**src/rtl/scemi_pipe_pkg.sv**
```systemverilog
// Shared types and constants for the SCE-MI input-pipe packer.
package scemi_pipe_pkg;

  typedef enum logic {
    ST_IDLE = 1'b0,
    ST_SEND = 1'b1
  } state_e;

  localparam int DEF_MSG_WIDTH = 128;
  localparam int DEF_WIDTH     = 32;
  localparam int LEN_W         = 8;
  localparam int CNT_W         = 32;

  function automatic int ceil_div(input int a, input int b);
    return (a + b - 1) / b;
  endfunction

endpackage

```
**src/rtl/scemi_pipe_stat_ctr.sv**
```systemverilog
// Free-running statistics counter with enable; wraps on overflow.
module scemi_pipe_stat_ctr
  import scemi_pipe_pkg::*;
#(
  parameter int W = CNT_W
) (
  input  logic         CLK,
  input  logic         RST_N,
  input  logic         en,
  output logic [W-1:0] cnt
);

  logic [W-1:0] cnt_q, cnt_d;

  // count up by one on each enabled cycle
  always_comb begin
    cnt_d = cnt_q;
    if (en) cnt_d = cnt_q + W'(1);
  end

  // counter register, synchronous active-low reset
  always_ff @(posedge CLK) begin
    if (!RST_N) cnt_q <= '0;
    else        cnt_q <= cnt_d;
  end

  assign cnt = cnt_q;

endmodule

```
**src/rtl/scemi_pipe_packer.sv**
```systemverilog
// Splits a wide message into WIDTH-bit beats, LSB chunk first, for an
// input-pipe proxy. Back-to-back messages reload on the last beat.
// Optional statistics counters: define SCEMI_PIPE_PACKER_STATS_EN.
//
// state   | meaning
// IDLE    | no message held, ready to accept
// SEND    | shifting beats out, beats_q beats remain
//
// beats_q is LEN_W bits wide; BEATS is expected to fit in it.
module scemi_pipe_packer
  import scemi_pipe_pkg::*;
#(
  parameter int MSG_WIDTH = DEF_MSG_WIDTH,
  parameter int WIDTH     = DEF_WIDTH
) (
  input  logic                 CLK,
  input  logic                 RST_N,
  input  logic [MSG_WIDTH-1:0] MSG,
  input  logic [LEN_W-1:0]     MSG_LEN,
  input  logic                 MSG_EN,
  output logic                 MSG_RDY,
  output logic [WIDTH-1:0]     DATA,
  output logic                 DATA_EN,
  input  logic                 DATA_RDY,
  output logic                 BUSY,
  output logic [CNT_W-1:0]     MSG_COUNT,
  output logic [CNT_W-1:0]     BEAT_COUNT
);

  localparam int               BEATS   = ceil_div(MSG_WIDTH, WIDTH);
  localparam int               SR_W    = BEATS * WIDTH;
  localparam logic [LEN_W-1:0] BEATS_L = LEN_W'(BEATS);
  localparam logic [LEN_W-1:0] LEN_ONE = LEN_W'(1);

  state_e           state_q, state_d;
  logic [SR_W-1:0]  shift_q, shift_d;
  logic [LEN_W-1:0] beats_q, beats_d;
  logic [LEN_W-1:0] eff_len;
  logic             fire, last_beat, msg_rdy, accept;

  assign fire      = (state_q == ST_SEND) && DATA_RDY;
  assign last_beat = fire && (beats_q == LEN_ONE);
  assign msg_rdy   = (state_q == ST_IDLE) || last_beat;
  assign accept    = MSG_EN && msg_rdy;

  // zero or oversize length means the full message
  always_comb begin
    eff_len = MSG_LEN;
    if ((MSG_LEN == '0) || (MSG_LEN > BEATS_L)) eff_len = BEATS_L;
  end

  // state, shift register and beat counter registers
  always_ff @(posedge CLK) begin
    if (!RST_N) begin
      state_q <= ST_IDLE;
      shift_q <= '0;
      beats_q <= '0;
    end else begin
      state_q <= state_d;
      shift_q <= shift_d;
      beats_q <= beats_d;
    end
  end

  // next state: stay in SEND across a reload on the last beat
  always_comb begin
    state_d = state_q;
    case (state_q)
      ST_IDLE: if (accept) state_d = ST_SEND;
      ST_SEND: if (last_beat && !accept) state_d = ST_IDLE;
      default: state_d = ST_IDLE;
    endcase
  end

  // datapath: load zero-extended message on accept, shift on each beat
  always_comb begin
    shift_d = shift_q;
    beats_d = beats_q;
    if (accept) begin
      shift_d = SR_W'(MSG);
      beats_d = eff_len;
    end else if (fire) begin
      shift_d = shift_q >> WIDTH;
      beats_d = beats_q - LEN_ONE;
    end
  end

  // outputs decoded from current state and downstream ready
  always_comb begin
    BUSY    = (state_q == ST_SEND);
    DATA_EN = fire;
    MSG_RDY = msg_rdy;
  end

  assign DATA = shift_q[WIDTH-1:0];

`ifdef SCEMI_PIPE_PACKER_STATS_EN
  scemi_pipe_stat_ctr #(.W(CNT_W)) u_msg_ctr (
    .CLK  (CLK),
    .RST_N(RST_N),
    .en   (last_beat),
    .cnt  (MSG_COUNT)
  );

  scemi_pipe_stat_ctr #(.W(CNT_W)) u_beat_ctr (
    .CLK  (CLK),
    .RST_N(RST_N),
    .en   (fire),
    .cnt  (BEAT_COUNT)
  );
`else
  assign MSG_COUNT  = '0;
  assign BEAT_COUNT = '0;
`endif

endmodule

```
**config.mk**
```make
export PLATFORM = sky130hd
export DESIGN_NAME = scemi_pipe_packer
export DESIGN_NICKNAME = d
export VERILOG_FILES = /design/src/rtl/scemi_pipe_pkg.sv /design/src/rtl/scemi_pipe_stat_ctr.sv /design/src/rtl/scemi_pipe_packer.sv
export SDC_FILE = /design/constraint.sdc
export NUM_CORES = 1
export LEC_CHECK = 0
export ABC_CLOCK_PERIOD_IN_PS = 2500
export CAP_MARGIN = 5
export CELL_PAD_IN_SITES_DETAIL_PLACEMENT = 1
export CELL_PAD_IN_SITES_GLOBAL_PLACEMENT = 1
export CORE_UTILIZATION = 30
export DETAILED_ROUTE_END_ITERATION = 10
export DONT_BUFFER_PORTS = 1
export GPL_TIMING_DRIVEN = 0
export PLACE_DENSITY = 0.62
export SETUP_SLACK_MARGIN = 0.5
export SYNTH_ARGS = -nofsm -noshare
export SYNTH_HDL_FRONTEND = slang
export SYNTH_SLANG_ARGS = --single-unit
```
**constraint.sdc**
```tcl
create_clock -name CLK -period 2.5 [get_ports CLK]
set_input_delay 0.5 -clock CLK [delete_from_list [all_inputs] [get_ports CLK]]
set_output_delay 0.5 -clock CLK [all_outputs]
set_load 0.01 [all_outputs]
```
==> results.sh <==
export IMPL_portBuffers=0
export IMPL_slew_viol_final=0
export IMPL_period_share=0.935
export IMPL_vdd_ir_drop_worst_uv=425
export IMPL_cp_start_kind="flip-flop"
export IMPL_p_per_area_mw_per_mm2=696
export IMPL_grt_antenna_before_repair=0
export IMPL_gp_congestion=0.773
export IMPL_fin_cells=1190
export IMPL_via_count=5889
export IMPL_drive_gt1_frac=0.268
export IMPL_die_w_um=155
export IMPL_tns_ns=0
export IMPL_grt_pass1_vias=6035
export IMPL_grt_max_degree=17
export IMPL_gr_total_overflow=0
export IMPL_final_common_cell="dfxtp_1"
export IMPL_netlist_instances=742
export IMPL_dp_cells=1118
export IMPL_drt_wirelength_per_cell_um=21.5
export IMPL_cap_violations=0
export IMPL_outcome="finished clean"
export IMPL_hpwl_um=17600
export IMPL_hp_class="in2reg"
export IMPL_ys_types=37
export IMPL_worstMarginPinSlew_ns=0.868
export IMPL_setup_viol=0
export IMPL_synth_edf_count=0
export IMPL_die_area_mm2=0.0241
export IMPL_cts_sinks=137
export IMPL_cts_tree="built"
export IMPL_skew_ns=0.0118
export IMPL_drt_vias_per_instance=4.95
export IMPL_arrival_ns=1.84
export IMPL_nFillCells=2636
export IMPL_clock_latency_ns=0.43
export IMPL_cts_max_level=4
export IMPL_cts_buffers=17
export IMPL_drcViolationCount=0
export IMPL_fin_nets=1006
export IMPL_drt_first_pass_iters=4
export IMPL_fmax_mhz=428
export IMPL_slew_headroom=0.422
export IMPL_rsz0062_at_grt="true"
export IMPL_endpoint_kind="primary output"
export IMPL_cts_root_buf="clkbuf_16"
export IMPL_crit_slowest_cell="or4bb_4"
export IMPL_grt_first_pass_wirelength_um=37000
export IMPL_detail_route_iter0_violations=262
export IMPL_p_leak_nw=4.55
export IMPL_min_period_ns=2.34
export IMPL_path_clk_slew_ns=0.07
export IMPL_path_cells="inv_2 -> ha_4 -> or4bb_4 -> o21a_1 -> buf_6 -> clkinv_8 -> buf_8"
export IMPL_final_cell_mix="dfxtp_1, buf_4, mux2i_1"
export IMPL_critPathMaxStageDelay_ns=0.45
export IMPL_cp_max_fo=5
export IMPL_seq_area_frac_synth=0.389
export IMPL_core_mm2=0.0228
export IMPL_ys_flop_type="dfxtp_1"
export IMPL_pin_count=239
export IMPL_critical_path_class="reg2out"
export IMPL_finalHoldViolations=0
export IMPL_synthArstFlopShare=0
export IMPL_track_usage=0.209
export IMPL_cp_required_ns=2.00
export IMPL_drt_antenna_violating_nets=0
export IMPL_num_antenna_cells=0
export IMPL_cts_buffer_depth=2
export IMPL_area_growth_pct=31.3
export IMPL_rows=55
export IMPL_die_y_um=155
export IMPL_start_util=0.309
export IMPL_wl_um=25600
export IMPL_yosys_warnings=0
export IMPL_syn_area_per_cell_um2=9.50
export IMPL_ys_seq_elements=137
export IMPL_cts_hold_buf=0
export IMPL_synth_area_mm2=0.00705
-- sequential cells by signal, summed over array words and instances (netlist names) --
| name | cells |
|---|---|
| beats_q | 8 |
| BUSY | 1 |
| shift_q | 128 |
-- critical path, delay by kind of cell (launching register included) --
family	cells	cell delay, ns
and+or+nand+nor	1	0.45
buffers and inverters	4	0.34
DFF	1	0.32
AOI/OAI and AO/OA	1	0.19
adders and majority gates	1	0.11
-- through the flow --
step | setup slack, ns | cell area [um^2] | hold slack, ns | total power, mW | utilization
2_1_floorplan | 0.503 | 7290 | 0.446 | 3.21 | -
4_1_cts | 0.168 | 9030 | 0.205 | 6.42 | 0.395
3_5_place_dp | 0.0438 | 7690 | 0.470 | 3.45 | 0.336
5_1_grt | 0.0978 | 9260 | 0.204 | 6.69 | 0.405
3_3_place_gp | 0.0424 | 7690 | 0.457 | 3.43 | 0.336
6_report | 0.163 | 9260 | 0.219 | 6.44 | 0.405
-- kinds of logic after synthesis --
kind of cell | count (synthesis) | share of synthesized area
mux | 97 | 0.138
flops | 137 | 0.389
buf+inv | 177 | 0.153
xor+xnor | 6 | 0.00745
compound gates | 234 | 0.237
fa+ha+maj | 2 | 0.00355
simple gates | 88 | 0.0719
other cells | 1 | 0.000532
-- synthesized netlist by cell type (2+ instances only) --
| cell | n | area [um^2] |
|---|---|---|
| dfxtp_1 | 137 | 2740 |
| clkbuf_1 | 59 | 221 |
| buf_4 | 96 | 721 |
| o21ai_1 | 7 | 35.0 |
| o211ai_1 | 2 | 15.0 |
| nand2_1 | 2 | 7.51 |
| nand4_1 | 32 | 200 |
| nand4b_1 | 2 | 17.5 |
| ha_1 | 2 | 25.0 |
| mux2i_1 | 97 | 971 |
| buf_1 | 3 | 11.3 |
| nor2_1 | 8 | 30.0 |
| xor2_1 | 3 | 26.3 |
| clkbuf_2 | 3 | 15.0 |
| o211a_1 | 96 | 961 |
| buf_2 | 5 | 25.0 |
| nand3_1 | 34 | 170 |
| buf_6 | 5 | 56.3 |
| xnor2_1 | 3 | 26.3 |
| inv_1 | 4 | 15.0 |
| o21ai_0 | 124 | 621 |
| nor3_1 | 3 | 15.0 |
-- where the power goes --
part / internal, mW / switching (mW)
Clock: 1.69 / 1.09
Sequential: 2.36 / 0.109
Combinational: 0.592 / 0.599
-- layer usage --
| metal | part of all wire | vias to the layer above | track usage |
|---|---|---|---|
| met2 | 0.49 | 187 | 0.353 |
| met1 | 0.43 | 2849 | 0.258 |
| met5 | 0 | - | 0 |
| li1 | - | 2830 | - |
| met4 | 0.013 | 0 | 0.0551 |
| met3 | 0.072 | 23 | 0.0632 |
-- repair_timing --
action                                  4_1_cts  5_1_grt
setup buffers                                21        7
cloned                                       10        2
gates resized for setup                     115       71
endpoints found under the setup margin      138      139
pin swaps                                     4       15
-- cell type report --
class                      count  area, um^2  area share
buffer                       171        1350       0.146
inverter                       6        40.0     0.00432
clock buffer                  17         425      0.0459
timing repair buffer          40         527      0.0569
multi-input combinational    491        3570       0.385
tap                          313         392      0.0423
sequential                   137        2750       0.297
clock inverter                15         214      0.0231
-- worst paths after layout --
check | from | end | slack, ns | cells after the start
setup / recovery | beats_q[1] | MSG_RDY | 0.16 | 7
hold / removal | MSG[28] | shift_q[28] | 0.22 | 1
setup reg to reg | beats_q[1] | shift_q[8] | 0.30 | 11
hold reg to reg | shift_q[100] | shift_q[100] | 0.46 | 2
Note: power is estimated with default switching activity, not from simulation.
